[config.mk]
export PLATFORM = sky130hd
export DESIGN_NAME = cv32e40p_wb_arbiter
export DESIGN_NICKNAME = d
export VERILOG_FILES = /design/src/rtl/cv32e40p_pkg.sv /design/src/rtl/cv32e40p_wb_fifo.sv /design/src/rtl/cv32e40p_wb_arbiter.sv
export SDC_FILE = /design/constraint.sdc
export NUM_CORES = 1
export LEC_CHECK = 0
export BUFFER_PORTS_ARGS = -buffer_cell sky130_fd_sc_hd__clkbuf_2
export CAP_MARGIN = 20
export CORE_MARGIN = 1.5
export CORE_UTILIZATION = 35
export CTS_CLUSTER_DIAMETER = 30
export CTS_CLUSTER_SIZE = 16
export DETAILED_ROUTE_END_ITERATION = 6
export REMOVE_ABC_BUFFERS = 1
export SYNTH_ARGS = -nofsm -noshare
export SYNTH_HDL_FRONTEND = slang
export SYNTH_SLANG_ARGS = --single-unit
[constraint.sdc]
create_clock -name clk -period 4.8 [get_ports clk]
set_input_delay 0.96 -clock clk [delete_from_list [all_inputs] [get_ports clk]]
set_output_delay 0.96 -clock clk [all_outputs]
set_load 0.1 [all_outputs]
[src/rtl/cv32e40p_pkg.sv]
// Shared types and constants for the EX/WB writeback arbiter.
package cv32e40p_pkg;

  // Arbitration policy across result sources.
  typedef enum logic {
    WB_PRIO_FIXED = 1'b0,
    WB_PRIO_RR    = 1'b1
  } wb_prio_e;

  // Conventional source slot assignment.
  localparam int unsigned WB_SRC_ALU = 0;
  localparam int unsigned WB_SRC_X   = 1;
  localparam int unsigned WB_SRC_LSU = 2;

endpackage

[src/rtl/cv32e40p_wb_fifo.sv]
// Small per-source writeback FIFO; arbitrary depth, no bypass.
module cv32e40p_wb_fifo #(
  parameter int unsigned DEPTH = 2,
  parameter int unsigned WIDTH = 38,
  localparam int unsigned CNT_W = $clog2(DEPTH + 1)
) (
  input  logic             clk,
  input  logic             rst_n,
  input  logic             push_i,
  input  logic             pop_i,
  input  logic [WIDTH-1:0] wdata_i,
  output logic [WIDTH-1:0] rdata_o,
  output logic             full_o,
  output logic             empty_o,
  output logic [CNT_W-1:0] count_o
);

  localparam int unsigned PTR_W = (DEPTH > 1) ? $clog2(DEPTH) : 1;

  logic [PTR_W-1:0] wptr_q, wptr_d;
  logic [PTR_W-1:0] rptr_q, rptr_d;
  logic [CNT_W-1:0] cnt_q, cnt_d;
  logic [WIDTH-1:0] mem_q [DEPTH];
  logic [WIDTH-1:0] mem_d [DEPTH];

  // Pointers wrap explicitly so non-power-of-two depths work.
  function automatic logic [PTR_W-1:0] ptr_inc(input logic [PTR_W-1:0] p);
    if (p == PTR_W'(DEPTH - 1)) return '0;
    else                        return p + PTR_W'(1);
  endfunction

  assign full_o  = (cnt_q == CNT_W'(DEPTH));
  assign empty_o = (cnt_q == '0);
  assign count_o = cnt_q;
  assign rdata_o = mem_q[rptr_q];

  // Next-state for storage, pointers and occupancy.
  always_comb begin
    mem_d  = mem_q;
    wptr_d = wptr_q;
    rptr_d = rptr_q;
    cnt_d  = cnt_q;
    if (push_i) begin
      mem_d[wptr_q] = wdata_i;
      wptr_d        = ptr_inc(wptr_q);
    end
    if (pop_i) begin
      rptr_d = ptr_inc(rptr_q);
    end
    case ({push_i, pop_i})
      2'b10:   cnt_d = cnt_q + CNT_W'(1);
      2'b01:   cnt_d = cnt_q - CNT_W'(1);
      default: cnt_d = cnt_q;
    endcase
  end

  // Control state; reset empties the FIFO.
  always_ff @(posedge clk or negedge rst_n) begin
    if (!rst_n) begin
      wptr_q <= '0;
      rptr_q <= '0;
      cnt_q  <= '0;
    end else begin
      wptr_q <= wptr_d;
      rptr_q <= rptr_d;
      cnt_q  <= cnt_d;
    end
  end

  // Entry storage carries no reset; validity is tracked by cnt_q.
  always_ff @(posedge clk) begin
    mem_q <= mem_d;
  end

endmodule

[src/rtl/cv32e40p_wb_arbiter.sv]
// Multi-source register-file writeback arbiter with per-source buffering.
module cv32e40p_wb_arbiter
  import cv32e40p_pkg::*;
#(
  parameter int unsigned NUM_SRC   = 3,
  parameter int unsigned DEPTH     = 2,
  parameter int unsigned ADDR_W    = 6,
  parameter int unsigned DATA_W    = 32,
  parameter wb_prio_e    PRIO_MODE = WB_PRIO_FIXED
) (
  input  logic                           clk,
  input  logic                           rst_n,
  input  logic [NUM_SRC-1:0]             src_valid_i,
  output logic [NUM_SRC-1:0]             src_ready_o,
  input  logic [NUM_SRC-1:0][ADDR_W-1:0] src_waddr_i,
  input  logic [NUM_SRC-1:0][DATA_W-1:0] src_wdata_i,
  output logic                           rf_we_o,
  output logic [ADDR_W-1:0]              rf_waddr_o,
  output logic [DATA_W-1:0]              rf_wdata_o,
  output logic [NUM_SRC-1:0]             grant_o,
  output logic [NUM_SRC-1:0]             src_pending_o,
  output logic                           idle_o,
  output logic [15:0]                    contention_cnt_o,
  input  logic                           cnt_clr_i
);

  localparam int unsigned ENTRY_W = ADDR_W + DATA_W;
  localparam int unsigned IDX_W   = (NUM_SRC > 1) ? $clog2(NUM_SRC) : 1;
  localparam int unsigned CNT_W   = $clog2(DEPTH + 1);

  logic [NUM_SRC-1:0]              push;
  logic [NUM_SRC-1:0]              full;
  logic [NUM_SRC-1:0]              empty;
  logic [NUM_SRC-1:0][ENTRY_W-1:0] head;
  logic [NUM_SRC-1:0][CNT_W-1:0]   fifo_cnt;

  logic [IDX_W-1:0]   rr_ptr_q, rr_ptr_d;
  logic [15:0]        contention_cnt_q, contention_cnt_d;
  logic [IDX_W-1:0]   gnt_idx;
  logic [IDX_W-1:0]   cand_idx;
  logic               gnt_found;
  logic               multi_pending;
  logic [ENTRY_W-1:0] head_sel;

  for (genvar i = 0; i < NUM_SRC; i++) begin : g_src
    // Ready looks only at registered occupancy; x0 writes are acknowledged but dropped.
    assign src_ready_o[i] = (fifo_cnt[i] != CNT_W'(DEPTH));
    assign push[i]        = src_valid_i[i] & src_ready_o[i] & (src_waddr_i[i] != '0);

    cv32e40p_wb_fifo #(
      .DEPTH (DEPTH),
      .WIDTH (ENTRY_W)
    ) u_fifo (
      .clk     (clk),
      .rst_n   (rst_n),
      .push_i  (push[i]),
      .pop_i   (grant_o[i]),
      .wdata_i ({src_waddr_i[i], src_wdata_i[i]}),
      .rdata_o (head[i]),
      .full_o  (full[i]),
      .empty_o (empty[i]),
      .count_o (fifo_cnt[i])
    );
  end

  assign src_pending_o = ~empty;
  assign idle_o        = ~|src_pending_o;
  assign rf_we_o       = |src_pending_o;
  assign multi_pending = |(src_pending_o & (src_pending_o - NUM_SRC'(1)));

  // Pick the winning head: lowest index, or first at/after rr_ptr in round-robin.
  always_comb begin
    gnt_found = 1'b0;
    gnt_idx   = '0;
    cand_idx  = '0;
    for (int unsigned k = 0; k < NUM_SRC; k++) begin
      if (PRIO_MODE == WB_PRIO_RR) cand_idx = IDX_W'((32'(rr_ptr_q) + k) % NUM_SRC);
      else                         cand_idx = IDX_W'(k);
      if (!gnt_found && src_pending_o[cand_idx]) begin
        gnt_found = 1'b1;
        gnt_idx   = cand_idx;
      end
    end
  end

  // Drive the single write port from the granted head; zero when idle.
  always_comb begin
    grant_o  = '0;
    head_sel = '0;
    if (gnt_found) begin
      grant_o[gnt_idx] = 1'b1;
      head_sel         = head[gnt_idx];
    end
    rf_waddr_o = head_sel[ENTRY_W-1:DATA_W];
    rf_wdata_o = head_sel[DATA_W-1:0];
  end

  // Round-robin pointer advance and saturating contention count; clear wins.
  always_comb begin
    rr_ptr_d = rr_ptr_q;
    if (gnt_found) begin
      rr_ptr_d = (gnt_idx == IDX_W'(NUM_SRC - 1)) ? '0 : gnt_idx + IDX_W'(1);
    end
    contention_cnt_d = contention_cnt_q;
    if (cnt_clr_i) begin
      contention_cnt_d = '0;
    end else if (multi_pending && (contention_cnt_q != 16'hFFFF)) begin
      contention_cnt_d = contention_cnt_q + 16'd1;
    end
  end

  // Arbiter state registers.
  always_ff @(posedge clk or negedge rst_n) begin
    if (!rst_n) begin
      rr_ptr_q         <= '0;
      contention_cnt_q <= '0;
    end else begin
      rr_ptr_q         <= rr_ptr_d;
      contention_cnt_q <= contention_cnt_d;
    end
  end

  assign contention_cnt_o = contention_cnt_q;

  // Upstream must honour ready; a push into a full FIFO would lose data.
  assert property (@(posedge clk) disable iff (!rst_n) !(|(push & full)));

endmodule

==> impl_metrics.ini <==
[outcome]
status = complete, no violations

[floorplan]
die_h_um = 175
die-area_mm2 = 0.0307
initial_core_util = 0.358
core_mm2 = 0.0289
dieWidth_um = 175
rows = 62
pin_count = 185

[cells_and_area]
final_nets = 957
layout_common_cells = edfxtp_1, clkbuf_2, mux2i_1
syn2layout_area_growth_pct = 32.2
fill_cells = 2542
seq_area_mm2 = 0.00755
multiInputGateArea_mm2 = 0.00267
final_common_cell = edfxtp_1
drive_above_1_share = 0.352
fin_util = 0.474

[route]
drt-wirelength-per-cell_um = 19.7
routed_wl_um = 25000
vias = 6293
first_pass_iters = 4
drt_iter0_markers = 381
ant_nets = 0
vias_per_cell = 4.97
drc = 0

[critical_path]
reg2reg_slack_ns = 2.26
crit_type = reg2out
reg2reg_to = g_src[1].u_fifo.count_o[1]
critPathMaxFanout = 27
cp.arrival_ns = 3.14
r2r-start = g_src[0].u_fifo.count_o[0]
required_ns = 3.84
ff2ff_path_depth = 6
crit_end = rf_wdata_o[29]
critPathLaunchType = flop
cp-end-kind = output pin
crit_path_start = g_src[0].u_fifo.count_o[0]

[sta]
finalSetupViolations = 0
worst_slew_pin_slew_ns = 1.03
final.period_utilization = 0.855
rsz0062_at_grt = false
max_freq_ghz = 0.244
hold_violations = 0
period_needed_ns = 4.10
maxSlewViolCount = 0
slew_headroom = 0.307
finClkSkew_ns = 0.0171

[clock_tree]
tritoncts = built
cts.sinks = 256
cts_max_path_buffers = 3
post_cts_buffers = 0
cts_hold_buf = 0
htreeDepth = 2
ctsRootBufferMaster = clkbuf_16
clk_latency_ns = 0.54
cts_made_buffers = 56
clk_pin_slew_ns = 0.04
cts_resized = 0

[logic_synthesis]
synth-edff-count = 228
yosysUniqueCellTypes = 37
synth_seq_cells = 256
synth_top_area_cell = edfxtp_1
synth.avg_cell_area_um2 = 16.8
ys_async_sr_fraction = 0.109
synth.top_cell.area_share = 0.660
synth_flop_cell = edfxtp_1
ys_seq_area_frac = 0.728
netlist_instances = 617
synthTopCellsByArea = edfxtp_1, mux2i_1, dfrtp_1, o221ai_1, a21boi_0
synthesis.area_mm2 = 0.0104
ys_warn_count = 0

[placed_design]
dp_hpwl_um = 16100
portBuffers = 184
gp_congestion = 0.799

[global_route]
busiest_layer = met2
overflow = 0
grtUsageMet3 = 0.0518
grt_pass1_vias = 6558
antenna_found_initial = 1
grtUsageMet1 = 0.214
grt_pass1_wl_um = 38300
grt_max_degree = 44
grt_usage = 0.164
met2_usage = 0.262

[job]
maxCapViolations = 0

[worst_hold_path]
hp-class = in2async
-- how the worst min path moves through the flow --
stage | from | to | slack, ns | cells after the start
floorplan | g_src[2].u_fifo.count_o[1] | g_src[2].u_fifo.count_o[1] | 0.46 | 1
global placement | g_src[2].u_fifo.count_o[1] | g_src[2].u_fifo.count_o[1] | 0.49 | 1
detailed placement | g_src[2].u_fifo.count_o[1] | g_src[2].u_fifo.count_o[1] | 0.50 | 1
CTS | rst_n | g_src[1].u_fifo.count_o[1] | 0.49 | 1
global route | rst_n | contention_cnt_o[1] | 0.51 | 1
finish | rst_n | contention_cnt_o[1] | 0.47 | 1
-- cell type report --
cell class,count,area share
repair buffers,197,0.0743
multi-input cells,313,0.195
clock inverters,36,0.0315
flip-flops and latches,256,0.551
inverters,9,0.00246
diodes,1,0.000182
clock buffers,70,0.111
well taps,384,0.0350
-- state kept, by name, indices dropped and copies added (netlist names) --
name,count
g_src.u_fifo.count_o,6
g_src.u_fifo.mem_q,228
contention_cnt_o,16
g_src.u_fifo.rptr_q,3
g_src.u_fifo.wptr_q,3
-- metal layers --
metal | vias to the layer above | wire length [um]
li1 | 2925 | -
met1 | 3091 | 10700
met3 | 41 | 2250
met4 | 2 | 384
met5 | - | 13
met2 | 234 | 11600
-- Yosys cell counts, types with 5 or more instances --
cell / n
edfxtp_1: 228
mux2i_1: 114
a21boi_0: 38
o221ai_1: 38
dfrtp_1: 28
clkbuf_1: 22
nor2_1: 19
buf_2: 11
a21oi_1: 10
xnor2_1: 10
inv_1: 9
or4_1: 9
mux2_2: 7
nand2_1: 7
nand3_1: 7
nor2b_1: 7
o31ai_1: 6
nor4_1: 5
xor2_1: 5
-- cells by family (layout without fill, tap and decap cells) --
family / Yosys count / count (layout) / synth area share
compound gates: 98 / 98 / 0.0753
xor+xnor: 15 / 15 / 0.0127
fa+ha+maj: 5 / 5 / 0.00591
buf+inv: 48 / 312 / 0.0205
flops: 256 / 256 / 0.728
mux: 121 / 121 / 0.118
other cells: 0 / 1 / 0
simple gates: 74 / 74 / 0.0403
-- stage by stage --
stage	std cells	TNS (ns)	cell area, um2	worst slack [ns]	hold WS, ns
after floorplan	578	-33.14	10200	-0.872	0.464
after global placement	1159	0	11800	1.33	0.491
after detailed placement	1159	0	11800	1.18	0.496
after CTS	1265	0	13700	0.595	0.487
after global routing	1265	0	13700	0.474	0.511
final	1266	0	13700	0.697	0.470
-- critical path, stage by stage (launching register included) --
cell and delay (ns):
dfrtp_1 0.44, nor2_4 0.52, inv_1 0.50, buf_4 0.37, a21boi_0 0.24, clkbuf_2 0.50
Power is left out: the tool's default activity adds up to more than one toggle a clock period on the data nets, which glitch-free logic cannot reach.
